$ cat config.mk
export PLATFORM = sky130hd
export DESIGN_NAME = video_test_pattern
export DESIGN_NICKNAME = d
export VERILOG_FILES = /design/src/rtl/video_test_pattern.sv
export SDC_FILE = /design/constraint.sdc
export NUM_CORES = 1
export LEC_CHECK = 0
export CELL_PAD_IN_SITES_DETAIL_PLACEMENT = 0
export CELL_PAD_IN_SITES_GLOBAL_PLACEMENT = 1
export CORE_MARGIN = 2
export CORE_UTILIZATION = 30
export CTS_CLUSTER_SIZE = 20
export DETAILED_ROUTE_END_ITERATION = 12
export GPL_TIMING_DRIVEN = 0
export HOLD_SLACK_MARGIN = 0.02
export PLACE_DENSITY = 0.68
export SLEW_MARGIN = 20
export SYNTH_ARGS = -nofsm -noshare
export SYNTH_HDL_FRONTEND = slang
export SYNTH_SLANG_ARGS = --single-unit
$ cat constraint.sdc
create_clock -name clk -period 4.79 [get_ports clk]
set_input_delay 0.479 -clock clk [delete_from_list [all_inputs] [get_ports clk]]
set_output_delay 0.479 -clock clk [all_outputs]
set_load 0.05 [all_outputs]
$ cat src/rtl/video_test_pattern.sv
// -----------------------------------------------------------------------------
// video_test_pattern
//
// Purpose:
//   Generates one of four test patterns (colour bars, grid, gradient,
//   scrolling checker) in step with an external raster timing generator.
//   Active pixel/line counters and a frame counter are derived from the
//   blanking inputs. The pixel colour and the timing signals are registered
//   together, so R/G/B and the *_o timing outputs are mutually aligned one
//   ce_pix after the timing inputs were sampled.
//
// Parameters:
//   BAR_SHIFT  log2 of the colour-bar width in pixels (default 6 -> 64 px).
//              Must be <= 7 so the 3-bit bar index fits inside the 10-bit x.
//
// Ports:
//   clk        system clock, all logic on the rising edge
//   reset      asynchronous active-high reset
//   ce_pix     pixel clock enable; state only advances when it is high
//   HBlank, HSync, VBlank, VSync   raster timing inputs (active high)
//   mode[1:0]  pattern select: 0 bars, 1 grid, 2 gradient, 3 checker
//   ce_pix_o   ce_pix delayed by one clk (every clk, not gated)
//   HBlank_o, HSync_o, VBlank_o, VSync_o   timing aligned with R/G/B
//   R, G, B    8-bit pixel colour
//   x, y       10-bit active-pixel / active-line counters (saturating)
//   frame      8-bit frame counter (wrapping)
// -----------------------------------------------------------------------------
module video_test_pattern #(
    parameter int BAR_SHIFT = 6
) (
    input  logic       clk,
    input  logic       reset,
    input  logic       ce_pix,
    input  logic       HBlank,
    input  logic       HSync,
    input  logic       VBlank,
    input  logic       VSync,
    input  logic [1:0] mode,
    output logic       ce_pix_o,
    output logic       HBlank_o,
    output logic       HSync_o,
    output logic       VBlank_o,
    output logic       VSync_o,
    output logic [7:0] R,
    output logic [7:0] G,
    output logic [7:0] B,
    output logic [9:0] x,
    output logic [9:0] y,
    output logic [7:0] frame
);

    localparam logic [9:0] COUNT_MAX = 10'h3FF;

    logic [1:0]  mode_q;
    logic        prev_hb;
    logic        prev_vb;

    logic        hb_rise;
    logic        vb_rise;
    logic [9:0]  x_next;
    logic [9:0]  y_next;
    logic [7:0]  frame_next;
    logic [1:0]  mode_next;

    logic [2:0]  bar_idx;
    logic [9:0]  scroll_sum;
    logic [23:0] bar_colour;
    logic [23:0] pattern_colour;
    logic [23:0] pixel_colour;

    // Edge detection against the values seen at the previous pixel enable,
    // so edges are measured in pixels rather than raw clocks.
    assign hb_rise = HBlank & ~prev_hb;
    assign vb_rise = VBlank & ~prev_vb;

    // Counter next-state. Vertical blanking clears y and takes priority over
    // the line increment that would otherwise happen on the HBlank edge.
    // The pattern mode is only sampled at the start of vertical blanking so
    // a frame never shows a mix of two patterns.
    always_comb begin
        x_next     = x;
        y_next     = y;
        frame_next = frame;
        mode_next  = mode_q;

        if (HBlank) begin
            x_next = 10'd0;
        end else if (x != COUNT_MAX) begin
            x_next = x + 10'd1;
        end

        if (VBlank) begin
            y_next = 10'd0;
        end else if (hb_rise && (y != COUNT_MAX)) begin
            y_next = y + 10'd1;
        end

        if (vb_rise) begin
            frame_next = frame + 8'd1;
            mode_next  = mode;
        end
    end

    assign bar_idx    = x[BAR_SHIFT+2:BAR_SHIFT];
    assign scroll_sum = x + {2'b00, frame};

    // Standard eight-bar sequence, brightest first, ending in black.
    always_comb begin
        bar_colour = 24'h000000;
        case (bar_idx)
            3'd0: bar_colour = 24'hFFFFFF;
            3'd1: bar_colour = 24'hFFFF00;
            3'd2: bar_colour = 24'h00FFFF;
            3'd3: bar_colour = 24'h00FF00;
            3'd4: bar_colour = 24'hFF00FF;
            3'd5: bar_colour = 24'hFF0000;
            3'd6: bar_colour = 24'h0000FF;
            3'd7: bar_colour = 24'h000000;
            default: bar_colour = 24'h000000;
        endcase
    end

    // Pattern selection uses the counter values before this pixel's update,
    // i.e. the position of the pixel currently being presented.
    always_comb begin
        pattern_colour = 24'h000000;
        case (mode_q)
            2'd0: pattern_colour = bar_colour;
            2'd1: begin
                if ((x[3:0] == 4'd0) || (y[3:0] == 4'd0)) begin
                    pattern_colour = 24'hFFFFFF;
                end else begin
                    pattern_colour = 24'h202020;
                end
            end
            2'd2: pattern_colour = {x[7:0], y[7:0], frame};
            2'd3: begin
                if (scroll_sum[3] ^ y[3]) begin
                    pattern_colour = 24'hFFFFFF;
                end else begin
                    pattern_colour = 24'h000000;
                end
            end
            default: pattern_colour = 24'h000000;
        endcase
    end

    // Blanking always produces black regardless of pattern.
    always_comb begin
        pixel_colour = pattern_colour;
        if (HBlank || VBlank) begin
            pixel_colour = 24'h000000;
        end
    end

    // ce_pix_o runs every clock so downstream logic sees the enable aligned
    // with the registered pixel data.
    always_ff @(posedge clk or posedge reset) begin
        if (reset) begin
            ce_pix_o <= 1'b0;
        end else begin
            ce_pix_o <= ce_pix;
        end
    end

    always_ff @(posedge clk or posedge reset) begin
        if (reset) begin
            x        <= 10'd0;
            y        <= 10'd0;
            frame    <= 8'd0;
            mode_q   <= 2'd0;
            prev_hb  <= 1'b0;
            prev_vb  <= 1'b0;
            HBlank_o <= 1'b0;
            HSync_o  <= 1'b0;
            VBlank_o <= 1'b0;
            VSync_o  <= 1'b0;
            R        <= 8'd0;
            G        <= 8'd0;
            B        <= 8'd0;
        end else if (ce_pix) begin
            x        <= x_next;
            y        <= y_next;
            frame    <= frame_next;
            mode_q   <= mode_next;
            prev_hb  <= HBlank;
            prev_vb  <= VBlank;
            HBlank_o <= HBlank;
            HSync_o  <= HSync;
            VBlank_o <= VBlank;
            VSync_o  <= VSync;
            R        <= pixel_colour[23:16];
            G        <= pixel_colour[15:8];
            B        <= pixel_colour[7:0];
        end
    end

endmodule

==> results.md, run 1 <==
- Main combinational cell family by area after synthesis: compound AO/OA/AOI/OAI gates
- Worst Setup End Kind: register
- Fin cells: 493
- Crit path max fanout: 10
- Worst clock skew: 0.009357 ns
- Worst path depth: 6
- Pleak: 0.001614 uW
- Reg2Reg Setup Slack: 2.67 ns
- Post-route DRC: 0
- Worst Tran Pin Value: 0.7482 ns
- Outcome: finished, final reports clean
- Reg2reg end: R[0]$_DFFE_PP0P_
- Initial antenna violation count: 0
- H-tree depth: 3
- Synthesized-area fraction occupied by adder cells: 2.961%
- Synth top area share: 49.92%
- DP Cell Count: 477
- Vias in the first global route: 2543
- Critical path's slowest cell: clkdlybuf4s50_1
- Slew Limit Fails: 0
- Synth unique cells: 53
- Slowest cell delay on critical path: 0.61 ns
- CTS buffer count: 9
- DR pass1 iterations: 4
- CTS root buf: clkbuf_8
- Reg2Reg Depth: 7
- Post-Synthesis Cells: 278
- R2R Path Start: y[0]$_DFFE_PP0P_
- Post-synthesis mux area share: 1.142%
- Fin. Hold Viols: 0
- Most common cell after layout, fill and taps aside: clkdlybuf4s50_1
- Post-synthesis compound-gate area fraction: 24.53%
- Post-synth EDFFs: 0
- Crit path DAT: 2.61 ns
- Sequential share of the synthesized area: 49.92%
- CTS tree: yes
- Final setup violation count: 0
- RSZ-0062 raised after global routing: false
- CP delay by family, top: buffers and inverters
- Worst-Skew Late Latency: 0.34 ns
- Gr ovfl total: 0
- Clock Sinks: 59
- Core region area: 9684 um^2
- Max_cap viols: 0
- Commonest non-fill, non-tap cells in the layout: clkdlybuf4s50_1 (65), dfrtp_1 (59), o211ai_1 (21), o2bb2ai_1 (21), nand2_1 (19)
- Clock Pin Slew Worst Setup and Hold Paths: 0.07 ns
- Top-Level Pins: 66
- Yosys reg bits: 59
- Chip height: 103.3 um
- Area contributors post-synth: dfrtp_1 (50%), o2bb2ai_1 (6.2%), o211ai_1 (5.3%)
- Syn Nets: 294
- First-pass GRT wire length: 13.60 mm
- Post-Synth Simple-Gate Area: 13.92%
- IO Port Bufs: 65
- Post-Route WL: 8.384 mm
- Synth warn: 0
- Max clock buf depth: 2
- Peak VDD IR: 0.2708 mV
- Gpl congestion: 0.8184
- Yosys top cell by area: dfrtp_1
- Area grow syn2layout: 36.04%
- Drt initial violations: 152
- Post-cts sizing count: 0
- Cts hold-fix bufs: 0
- Cell Area, Synth: 2958 um^2
- Die W: 103.3 um
- Worst min-delay path category: in -> async
- Antenna Cells: 0
- WS Path Type: in -> reg
- Most Frequent Cell on Critical Path: clkbuf_1
- Die area: 10670 um^2
- Dpl hpwl: 5.997 mm
- All-Layer GR Usage: 16.80%
- Worst setup path start: ce_pix
- FFs w/ async S/R, synth: 100.0%
- Slew headroom: 50.12%
- Fmax: 0.4249 GHz
- Vias per cell: 5.300
- Largest net degree at the start of global routing: 33
- Ys flop type: dfrtp_1
- Period Utilization, post-route: 49.14%
- Worst-path cell chain: clkdlybuf4s50_1 -> buf_2 -> inv_1 -> clkbuf_1 -> clkbuf_1 -> o2bb2ai_1
- Syn avg cell area: 10.64 um^2
- Buf+Inv Stages, Crit Path: 5
- Layout Nets: 371
- Synth Area in XOR/XNOR: 3.299%
- # rows: 36
- Wire length per cell: 17.01 um
- Layout cells sized above 1: 9.722%
- CP Launch Type: input port
- Starting density of the core: 30.54%
- Pwr Density: 416.4 nW/um^2
- Post-CTS Setup Repair Bufs: 0
- Post-route ant nets: 0
- CP required: 5.05 ns
- Vias: 2613
- Critical Path Sink: B[3]$_DFFE_PP0P_
- Final min period: 2.354 ns
- Setup TNS: 0 ns
## how the worst min path moves through the flow
stage / end / slack, ns / cells past startpoint
global placement: B[4]$_DFFE_PP0P_ / 0.48 / 1
global route: B[6]$_DFFE_PP0P_ / 0.50 / 2
detailed placement: B[6]$_DFFE_PP0P_ / 0.48 / 1
finish: G[3]$_DFFE_PP0P_ / 0.48 / 2
CTS: frame[1]$_DFFE_PP0P_ / 0.48 / 2
floorplan: ce_pix_o$_DFF_PP0_ / 0.51 / 0
## synthesized netlist by cell type, types with 2 or more instances
library cell  number
a21o_1             8
a21oi_1           17
a22o_1             2
a41oi_1            3
and3_1             3
and3_2             2
and4_1             2
buf_2              3
buf_4              2
clkbuf_1           8
dfrtp_1           59
ha_1               7
inv_1             16
mux2_2             3
nand2_1           19
nand3_1           10
nand4_1            7
nand4b_1           2
nor2_1             9
nor3_1             3
nor3b_1            2
nor4_1             2
o211ai_1          21
o21ai_0            5
o2bb2ai_1         21
o31ai_1            4
o41ai_1            3
or4_1              4
xnor2_1            4
xor2_1             4
## metal layers
layer	part of all wire, %	GRT usage (%)	up-vias
met5	0	0	-
met4	0.89	3.441	0
met3	4.3	4.637	12
met2	47	26.02	68
met1	48	23.71	1313
li1	-	-	1220
## area by class of cell
cell class,instances,area [um^2]
Fill cell,966,5660
Sequential cell,59,1476
Multi-Input combinational cell,189,1356
Timing Repair Buffer,66,670.6
Tap cell,133,166.4
Clock buffer,11,151.4
Clock inverter,5,75.07
Buffer,14,65.06
Inverter,16,62.56
## sequential cells by signal, indices dropped and copies added, names as in the netlist
signal / flops
prev_vb: 1
ce_pix_o: 1
VSync_o: 1
frame: 8
G: 8
mode_q: 2
HSync_o: 1
B: 8
R: 8
x: 10
y: 10
prev_hb: 1
## through the flow
step	setup WS [ns]	area [um^2]	hold WS, ns	util (%)	power (uW)
2_1_floorplan	2.637	2958	0.5104	-	975.9
3_3_place_gp	1.664	3775	0.4779	38.98	1159
3_5_place_dp	2.095	3797	0.4765	39.21	1168
4_1_cts	2.453	4024	0.4775	41.55	1695
5_1_grt	2.307	4024	0.5016	41.55	1758
6_report	2.436	4024	0.4763	41.55	1676
## power by group
group	switching (uW)	leakage [uW]	total [uW]	internal, uW
logic	340	0.000712	518	179
clock network	200	0.000119	518	319
registers	81.0	0.000783	639	558
## cell families after synthesis
| family | after synthesis |
|---|---|
| DFF | 59 |
| muxes | 3 |
| and+or+nand+nor | 74 |
| AOI/OAI and AO/OA | 96 |
| buffers and inverters | 30 |
| xor gates and xnor gates | 9 |
| adders and majority gates | 7 |
No activity file was read; power rests on OpenSTA's default activity.
==> inputs of run 2 (changes only) <==
Clock period 4.79 ns to 2.3 ns, I/O delays scaled along.
==> results of run 2 <==
The final DEF is identical to that of run 1. Status: finished, final reports clean.
Main changes from that run: setup slack after placement 2.095 ns -> -0.1461 ns; setup slack after layout 2.436 ns -> 0.1831 ns; hold slack 0.4763 ns -> 0.2273 ns; start point of the critical path ce_pix -> y[0]$_DFFE_PP0P_; end point of the critical path B[3]$_DFFE_PP0P_ -> R[0]$_DFFE_PP0P_; register-to-register setup slack 2.67 ns -> 0.18 ns; total power 1676 uW -> 3490 uW; worst IR drop on VDD 0.2708 mV -> 0.5639 mV
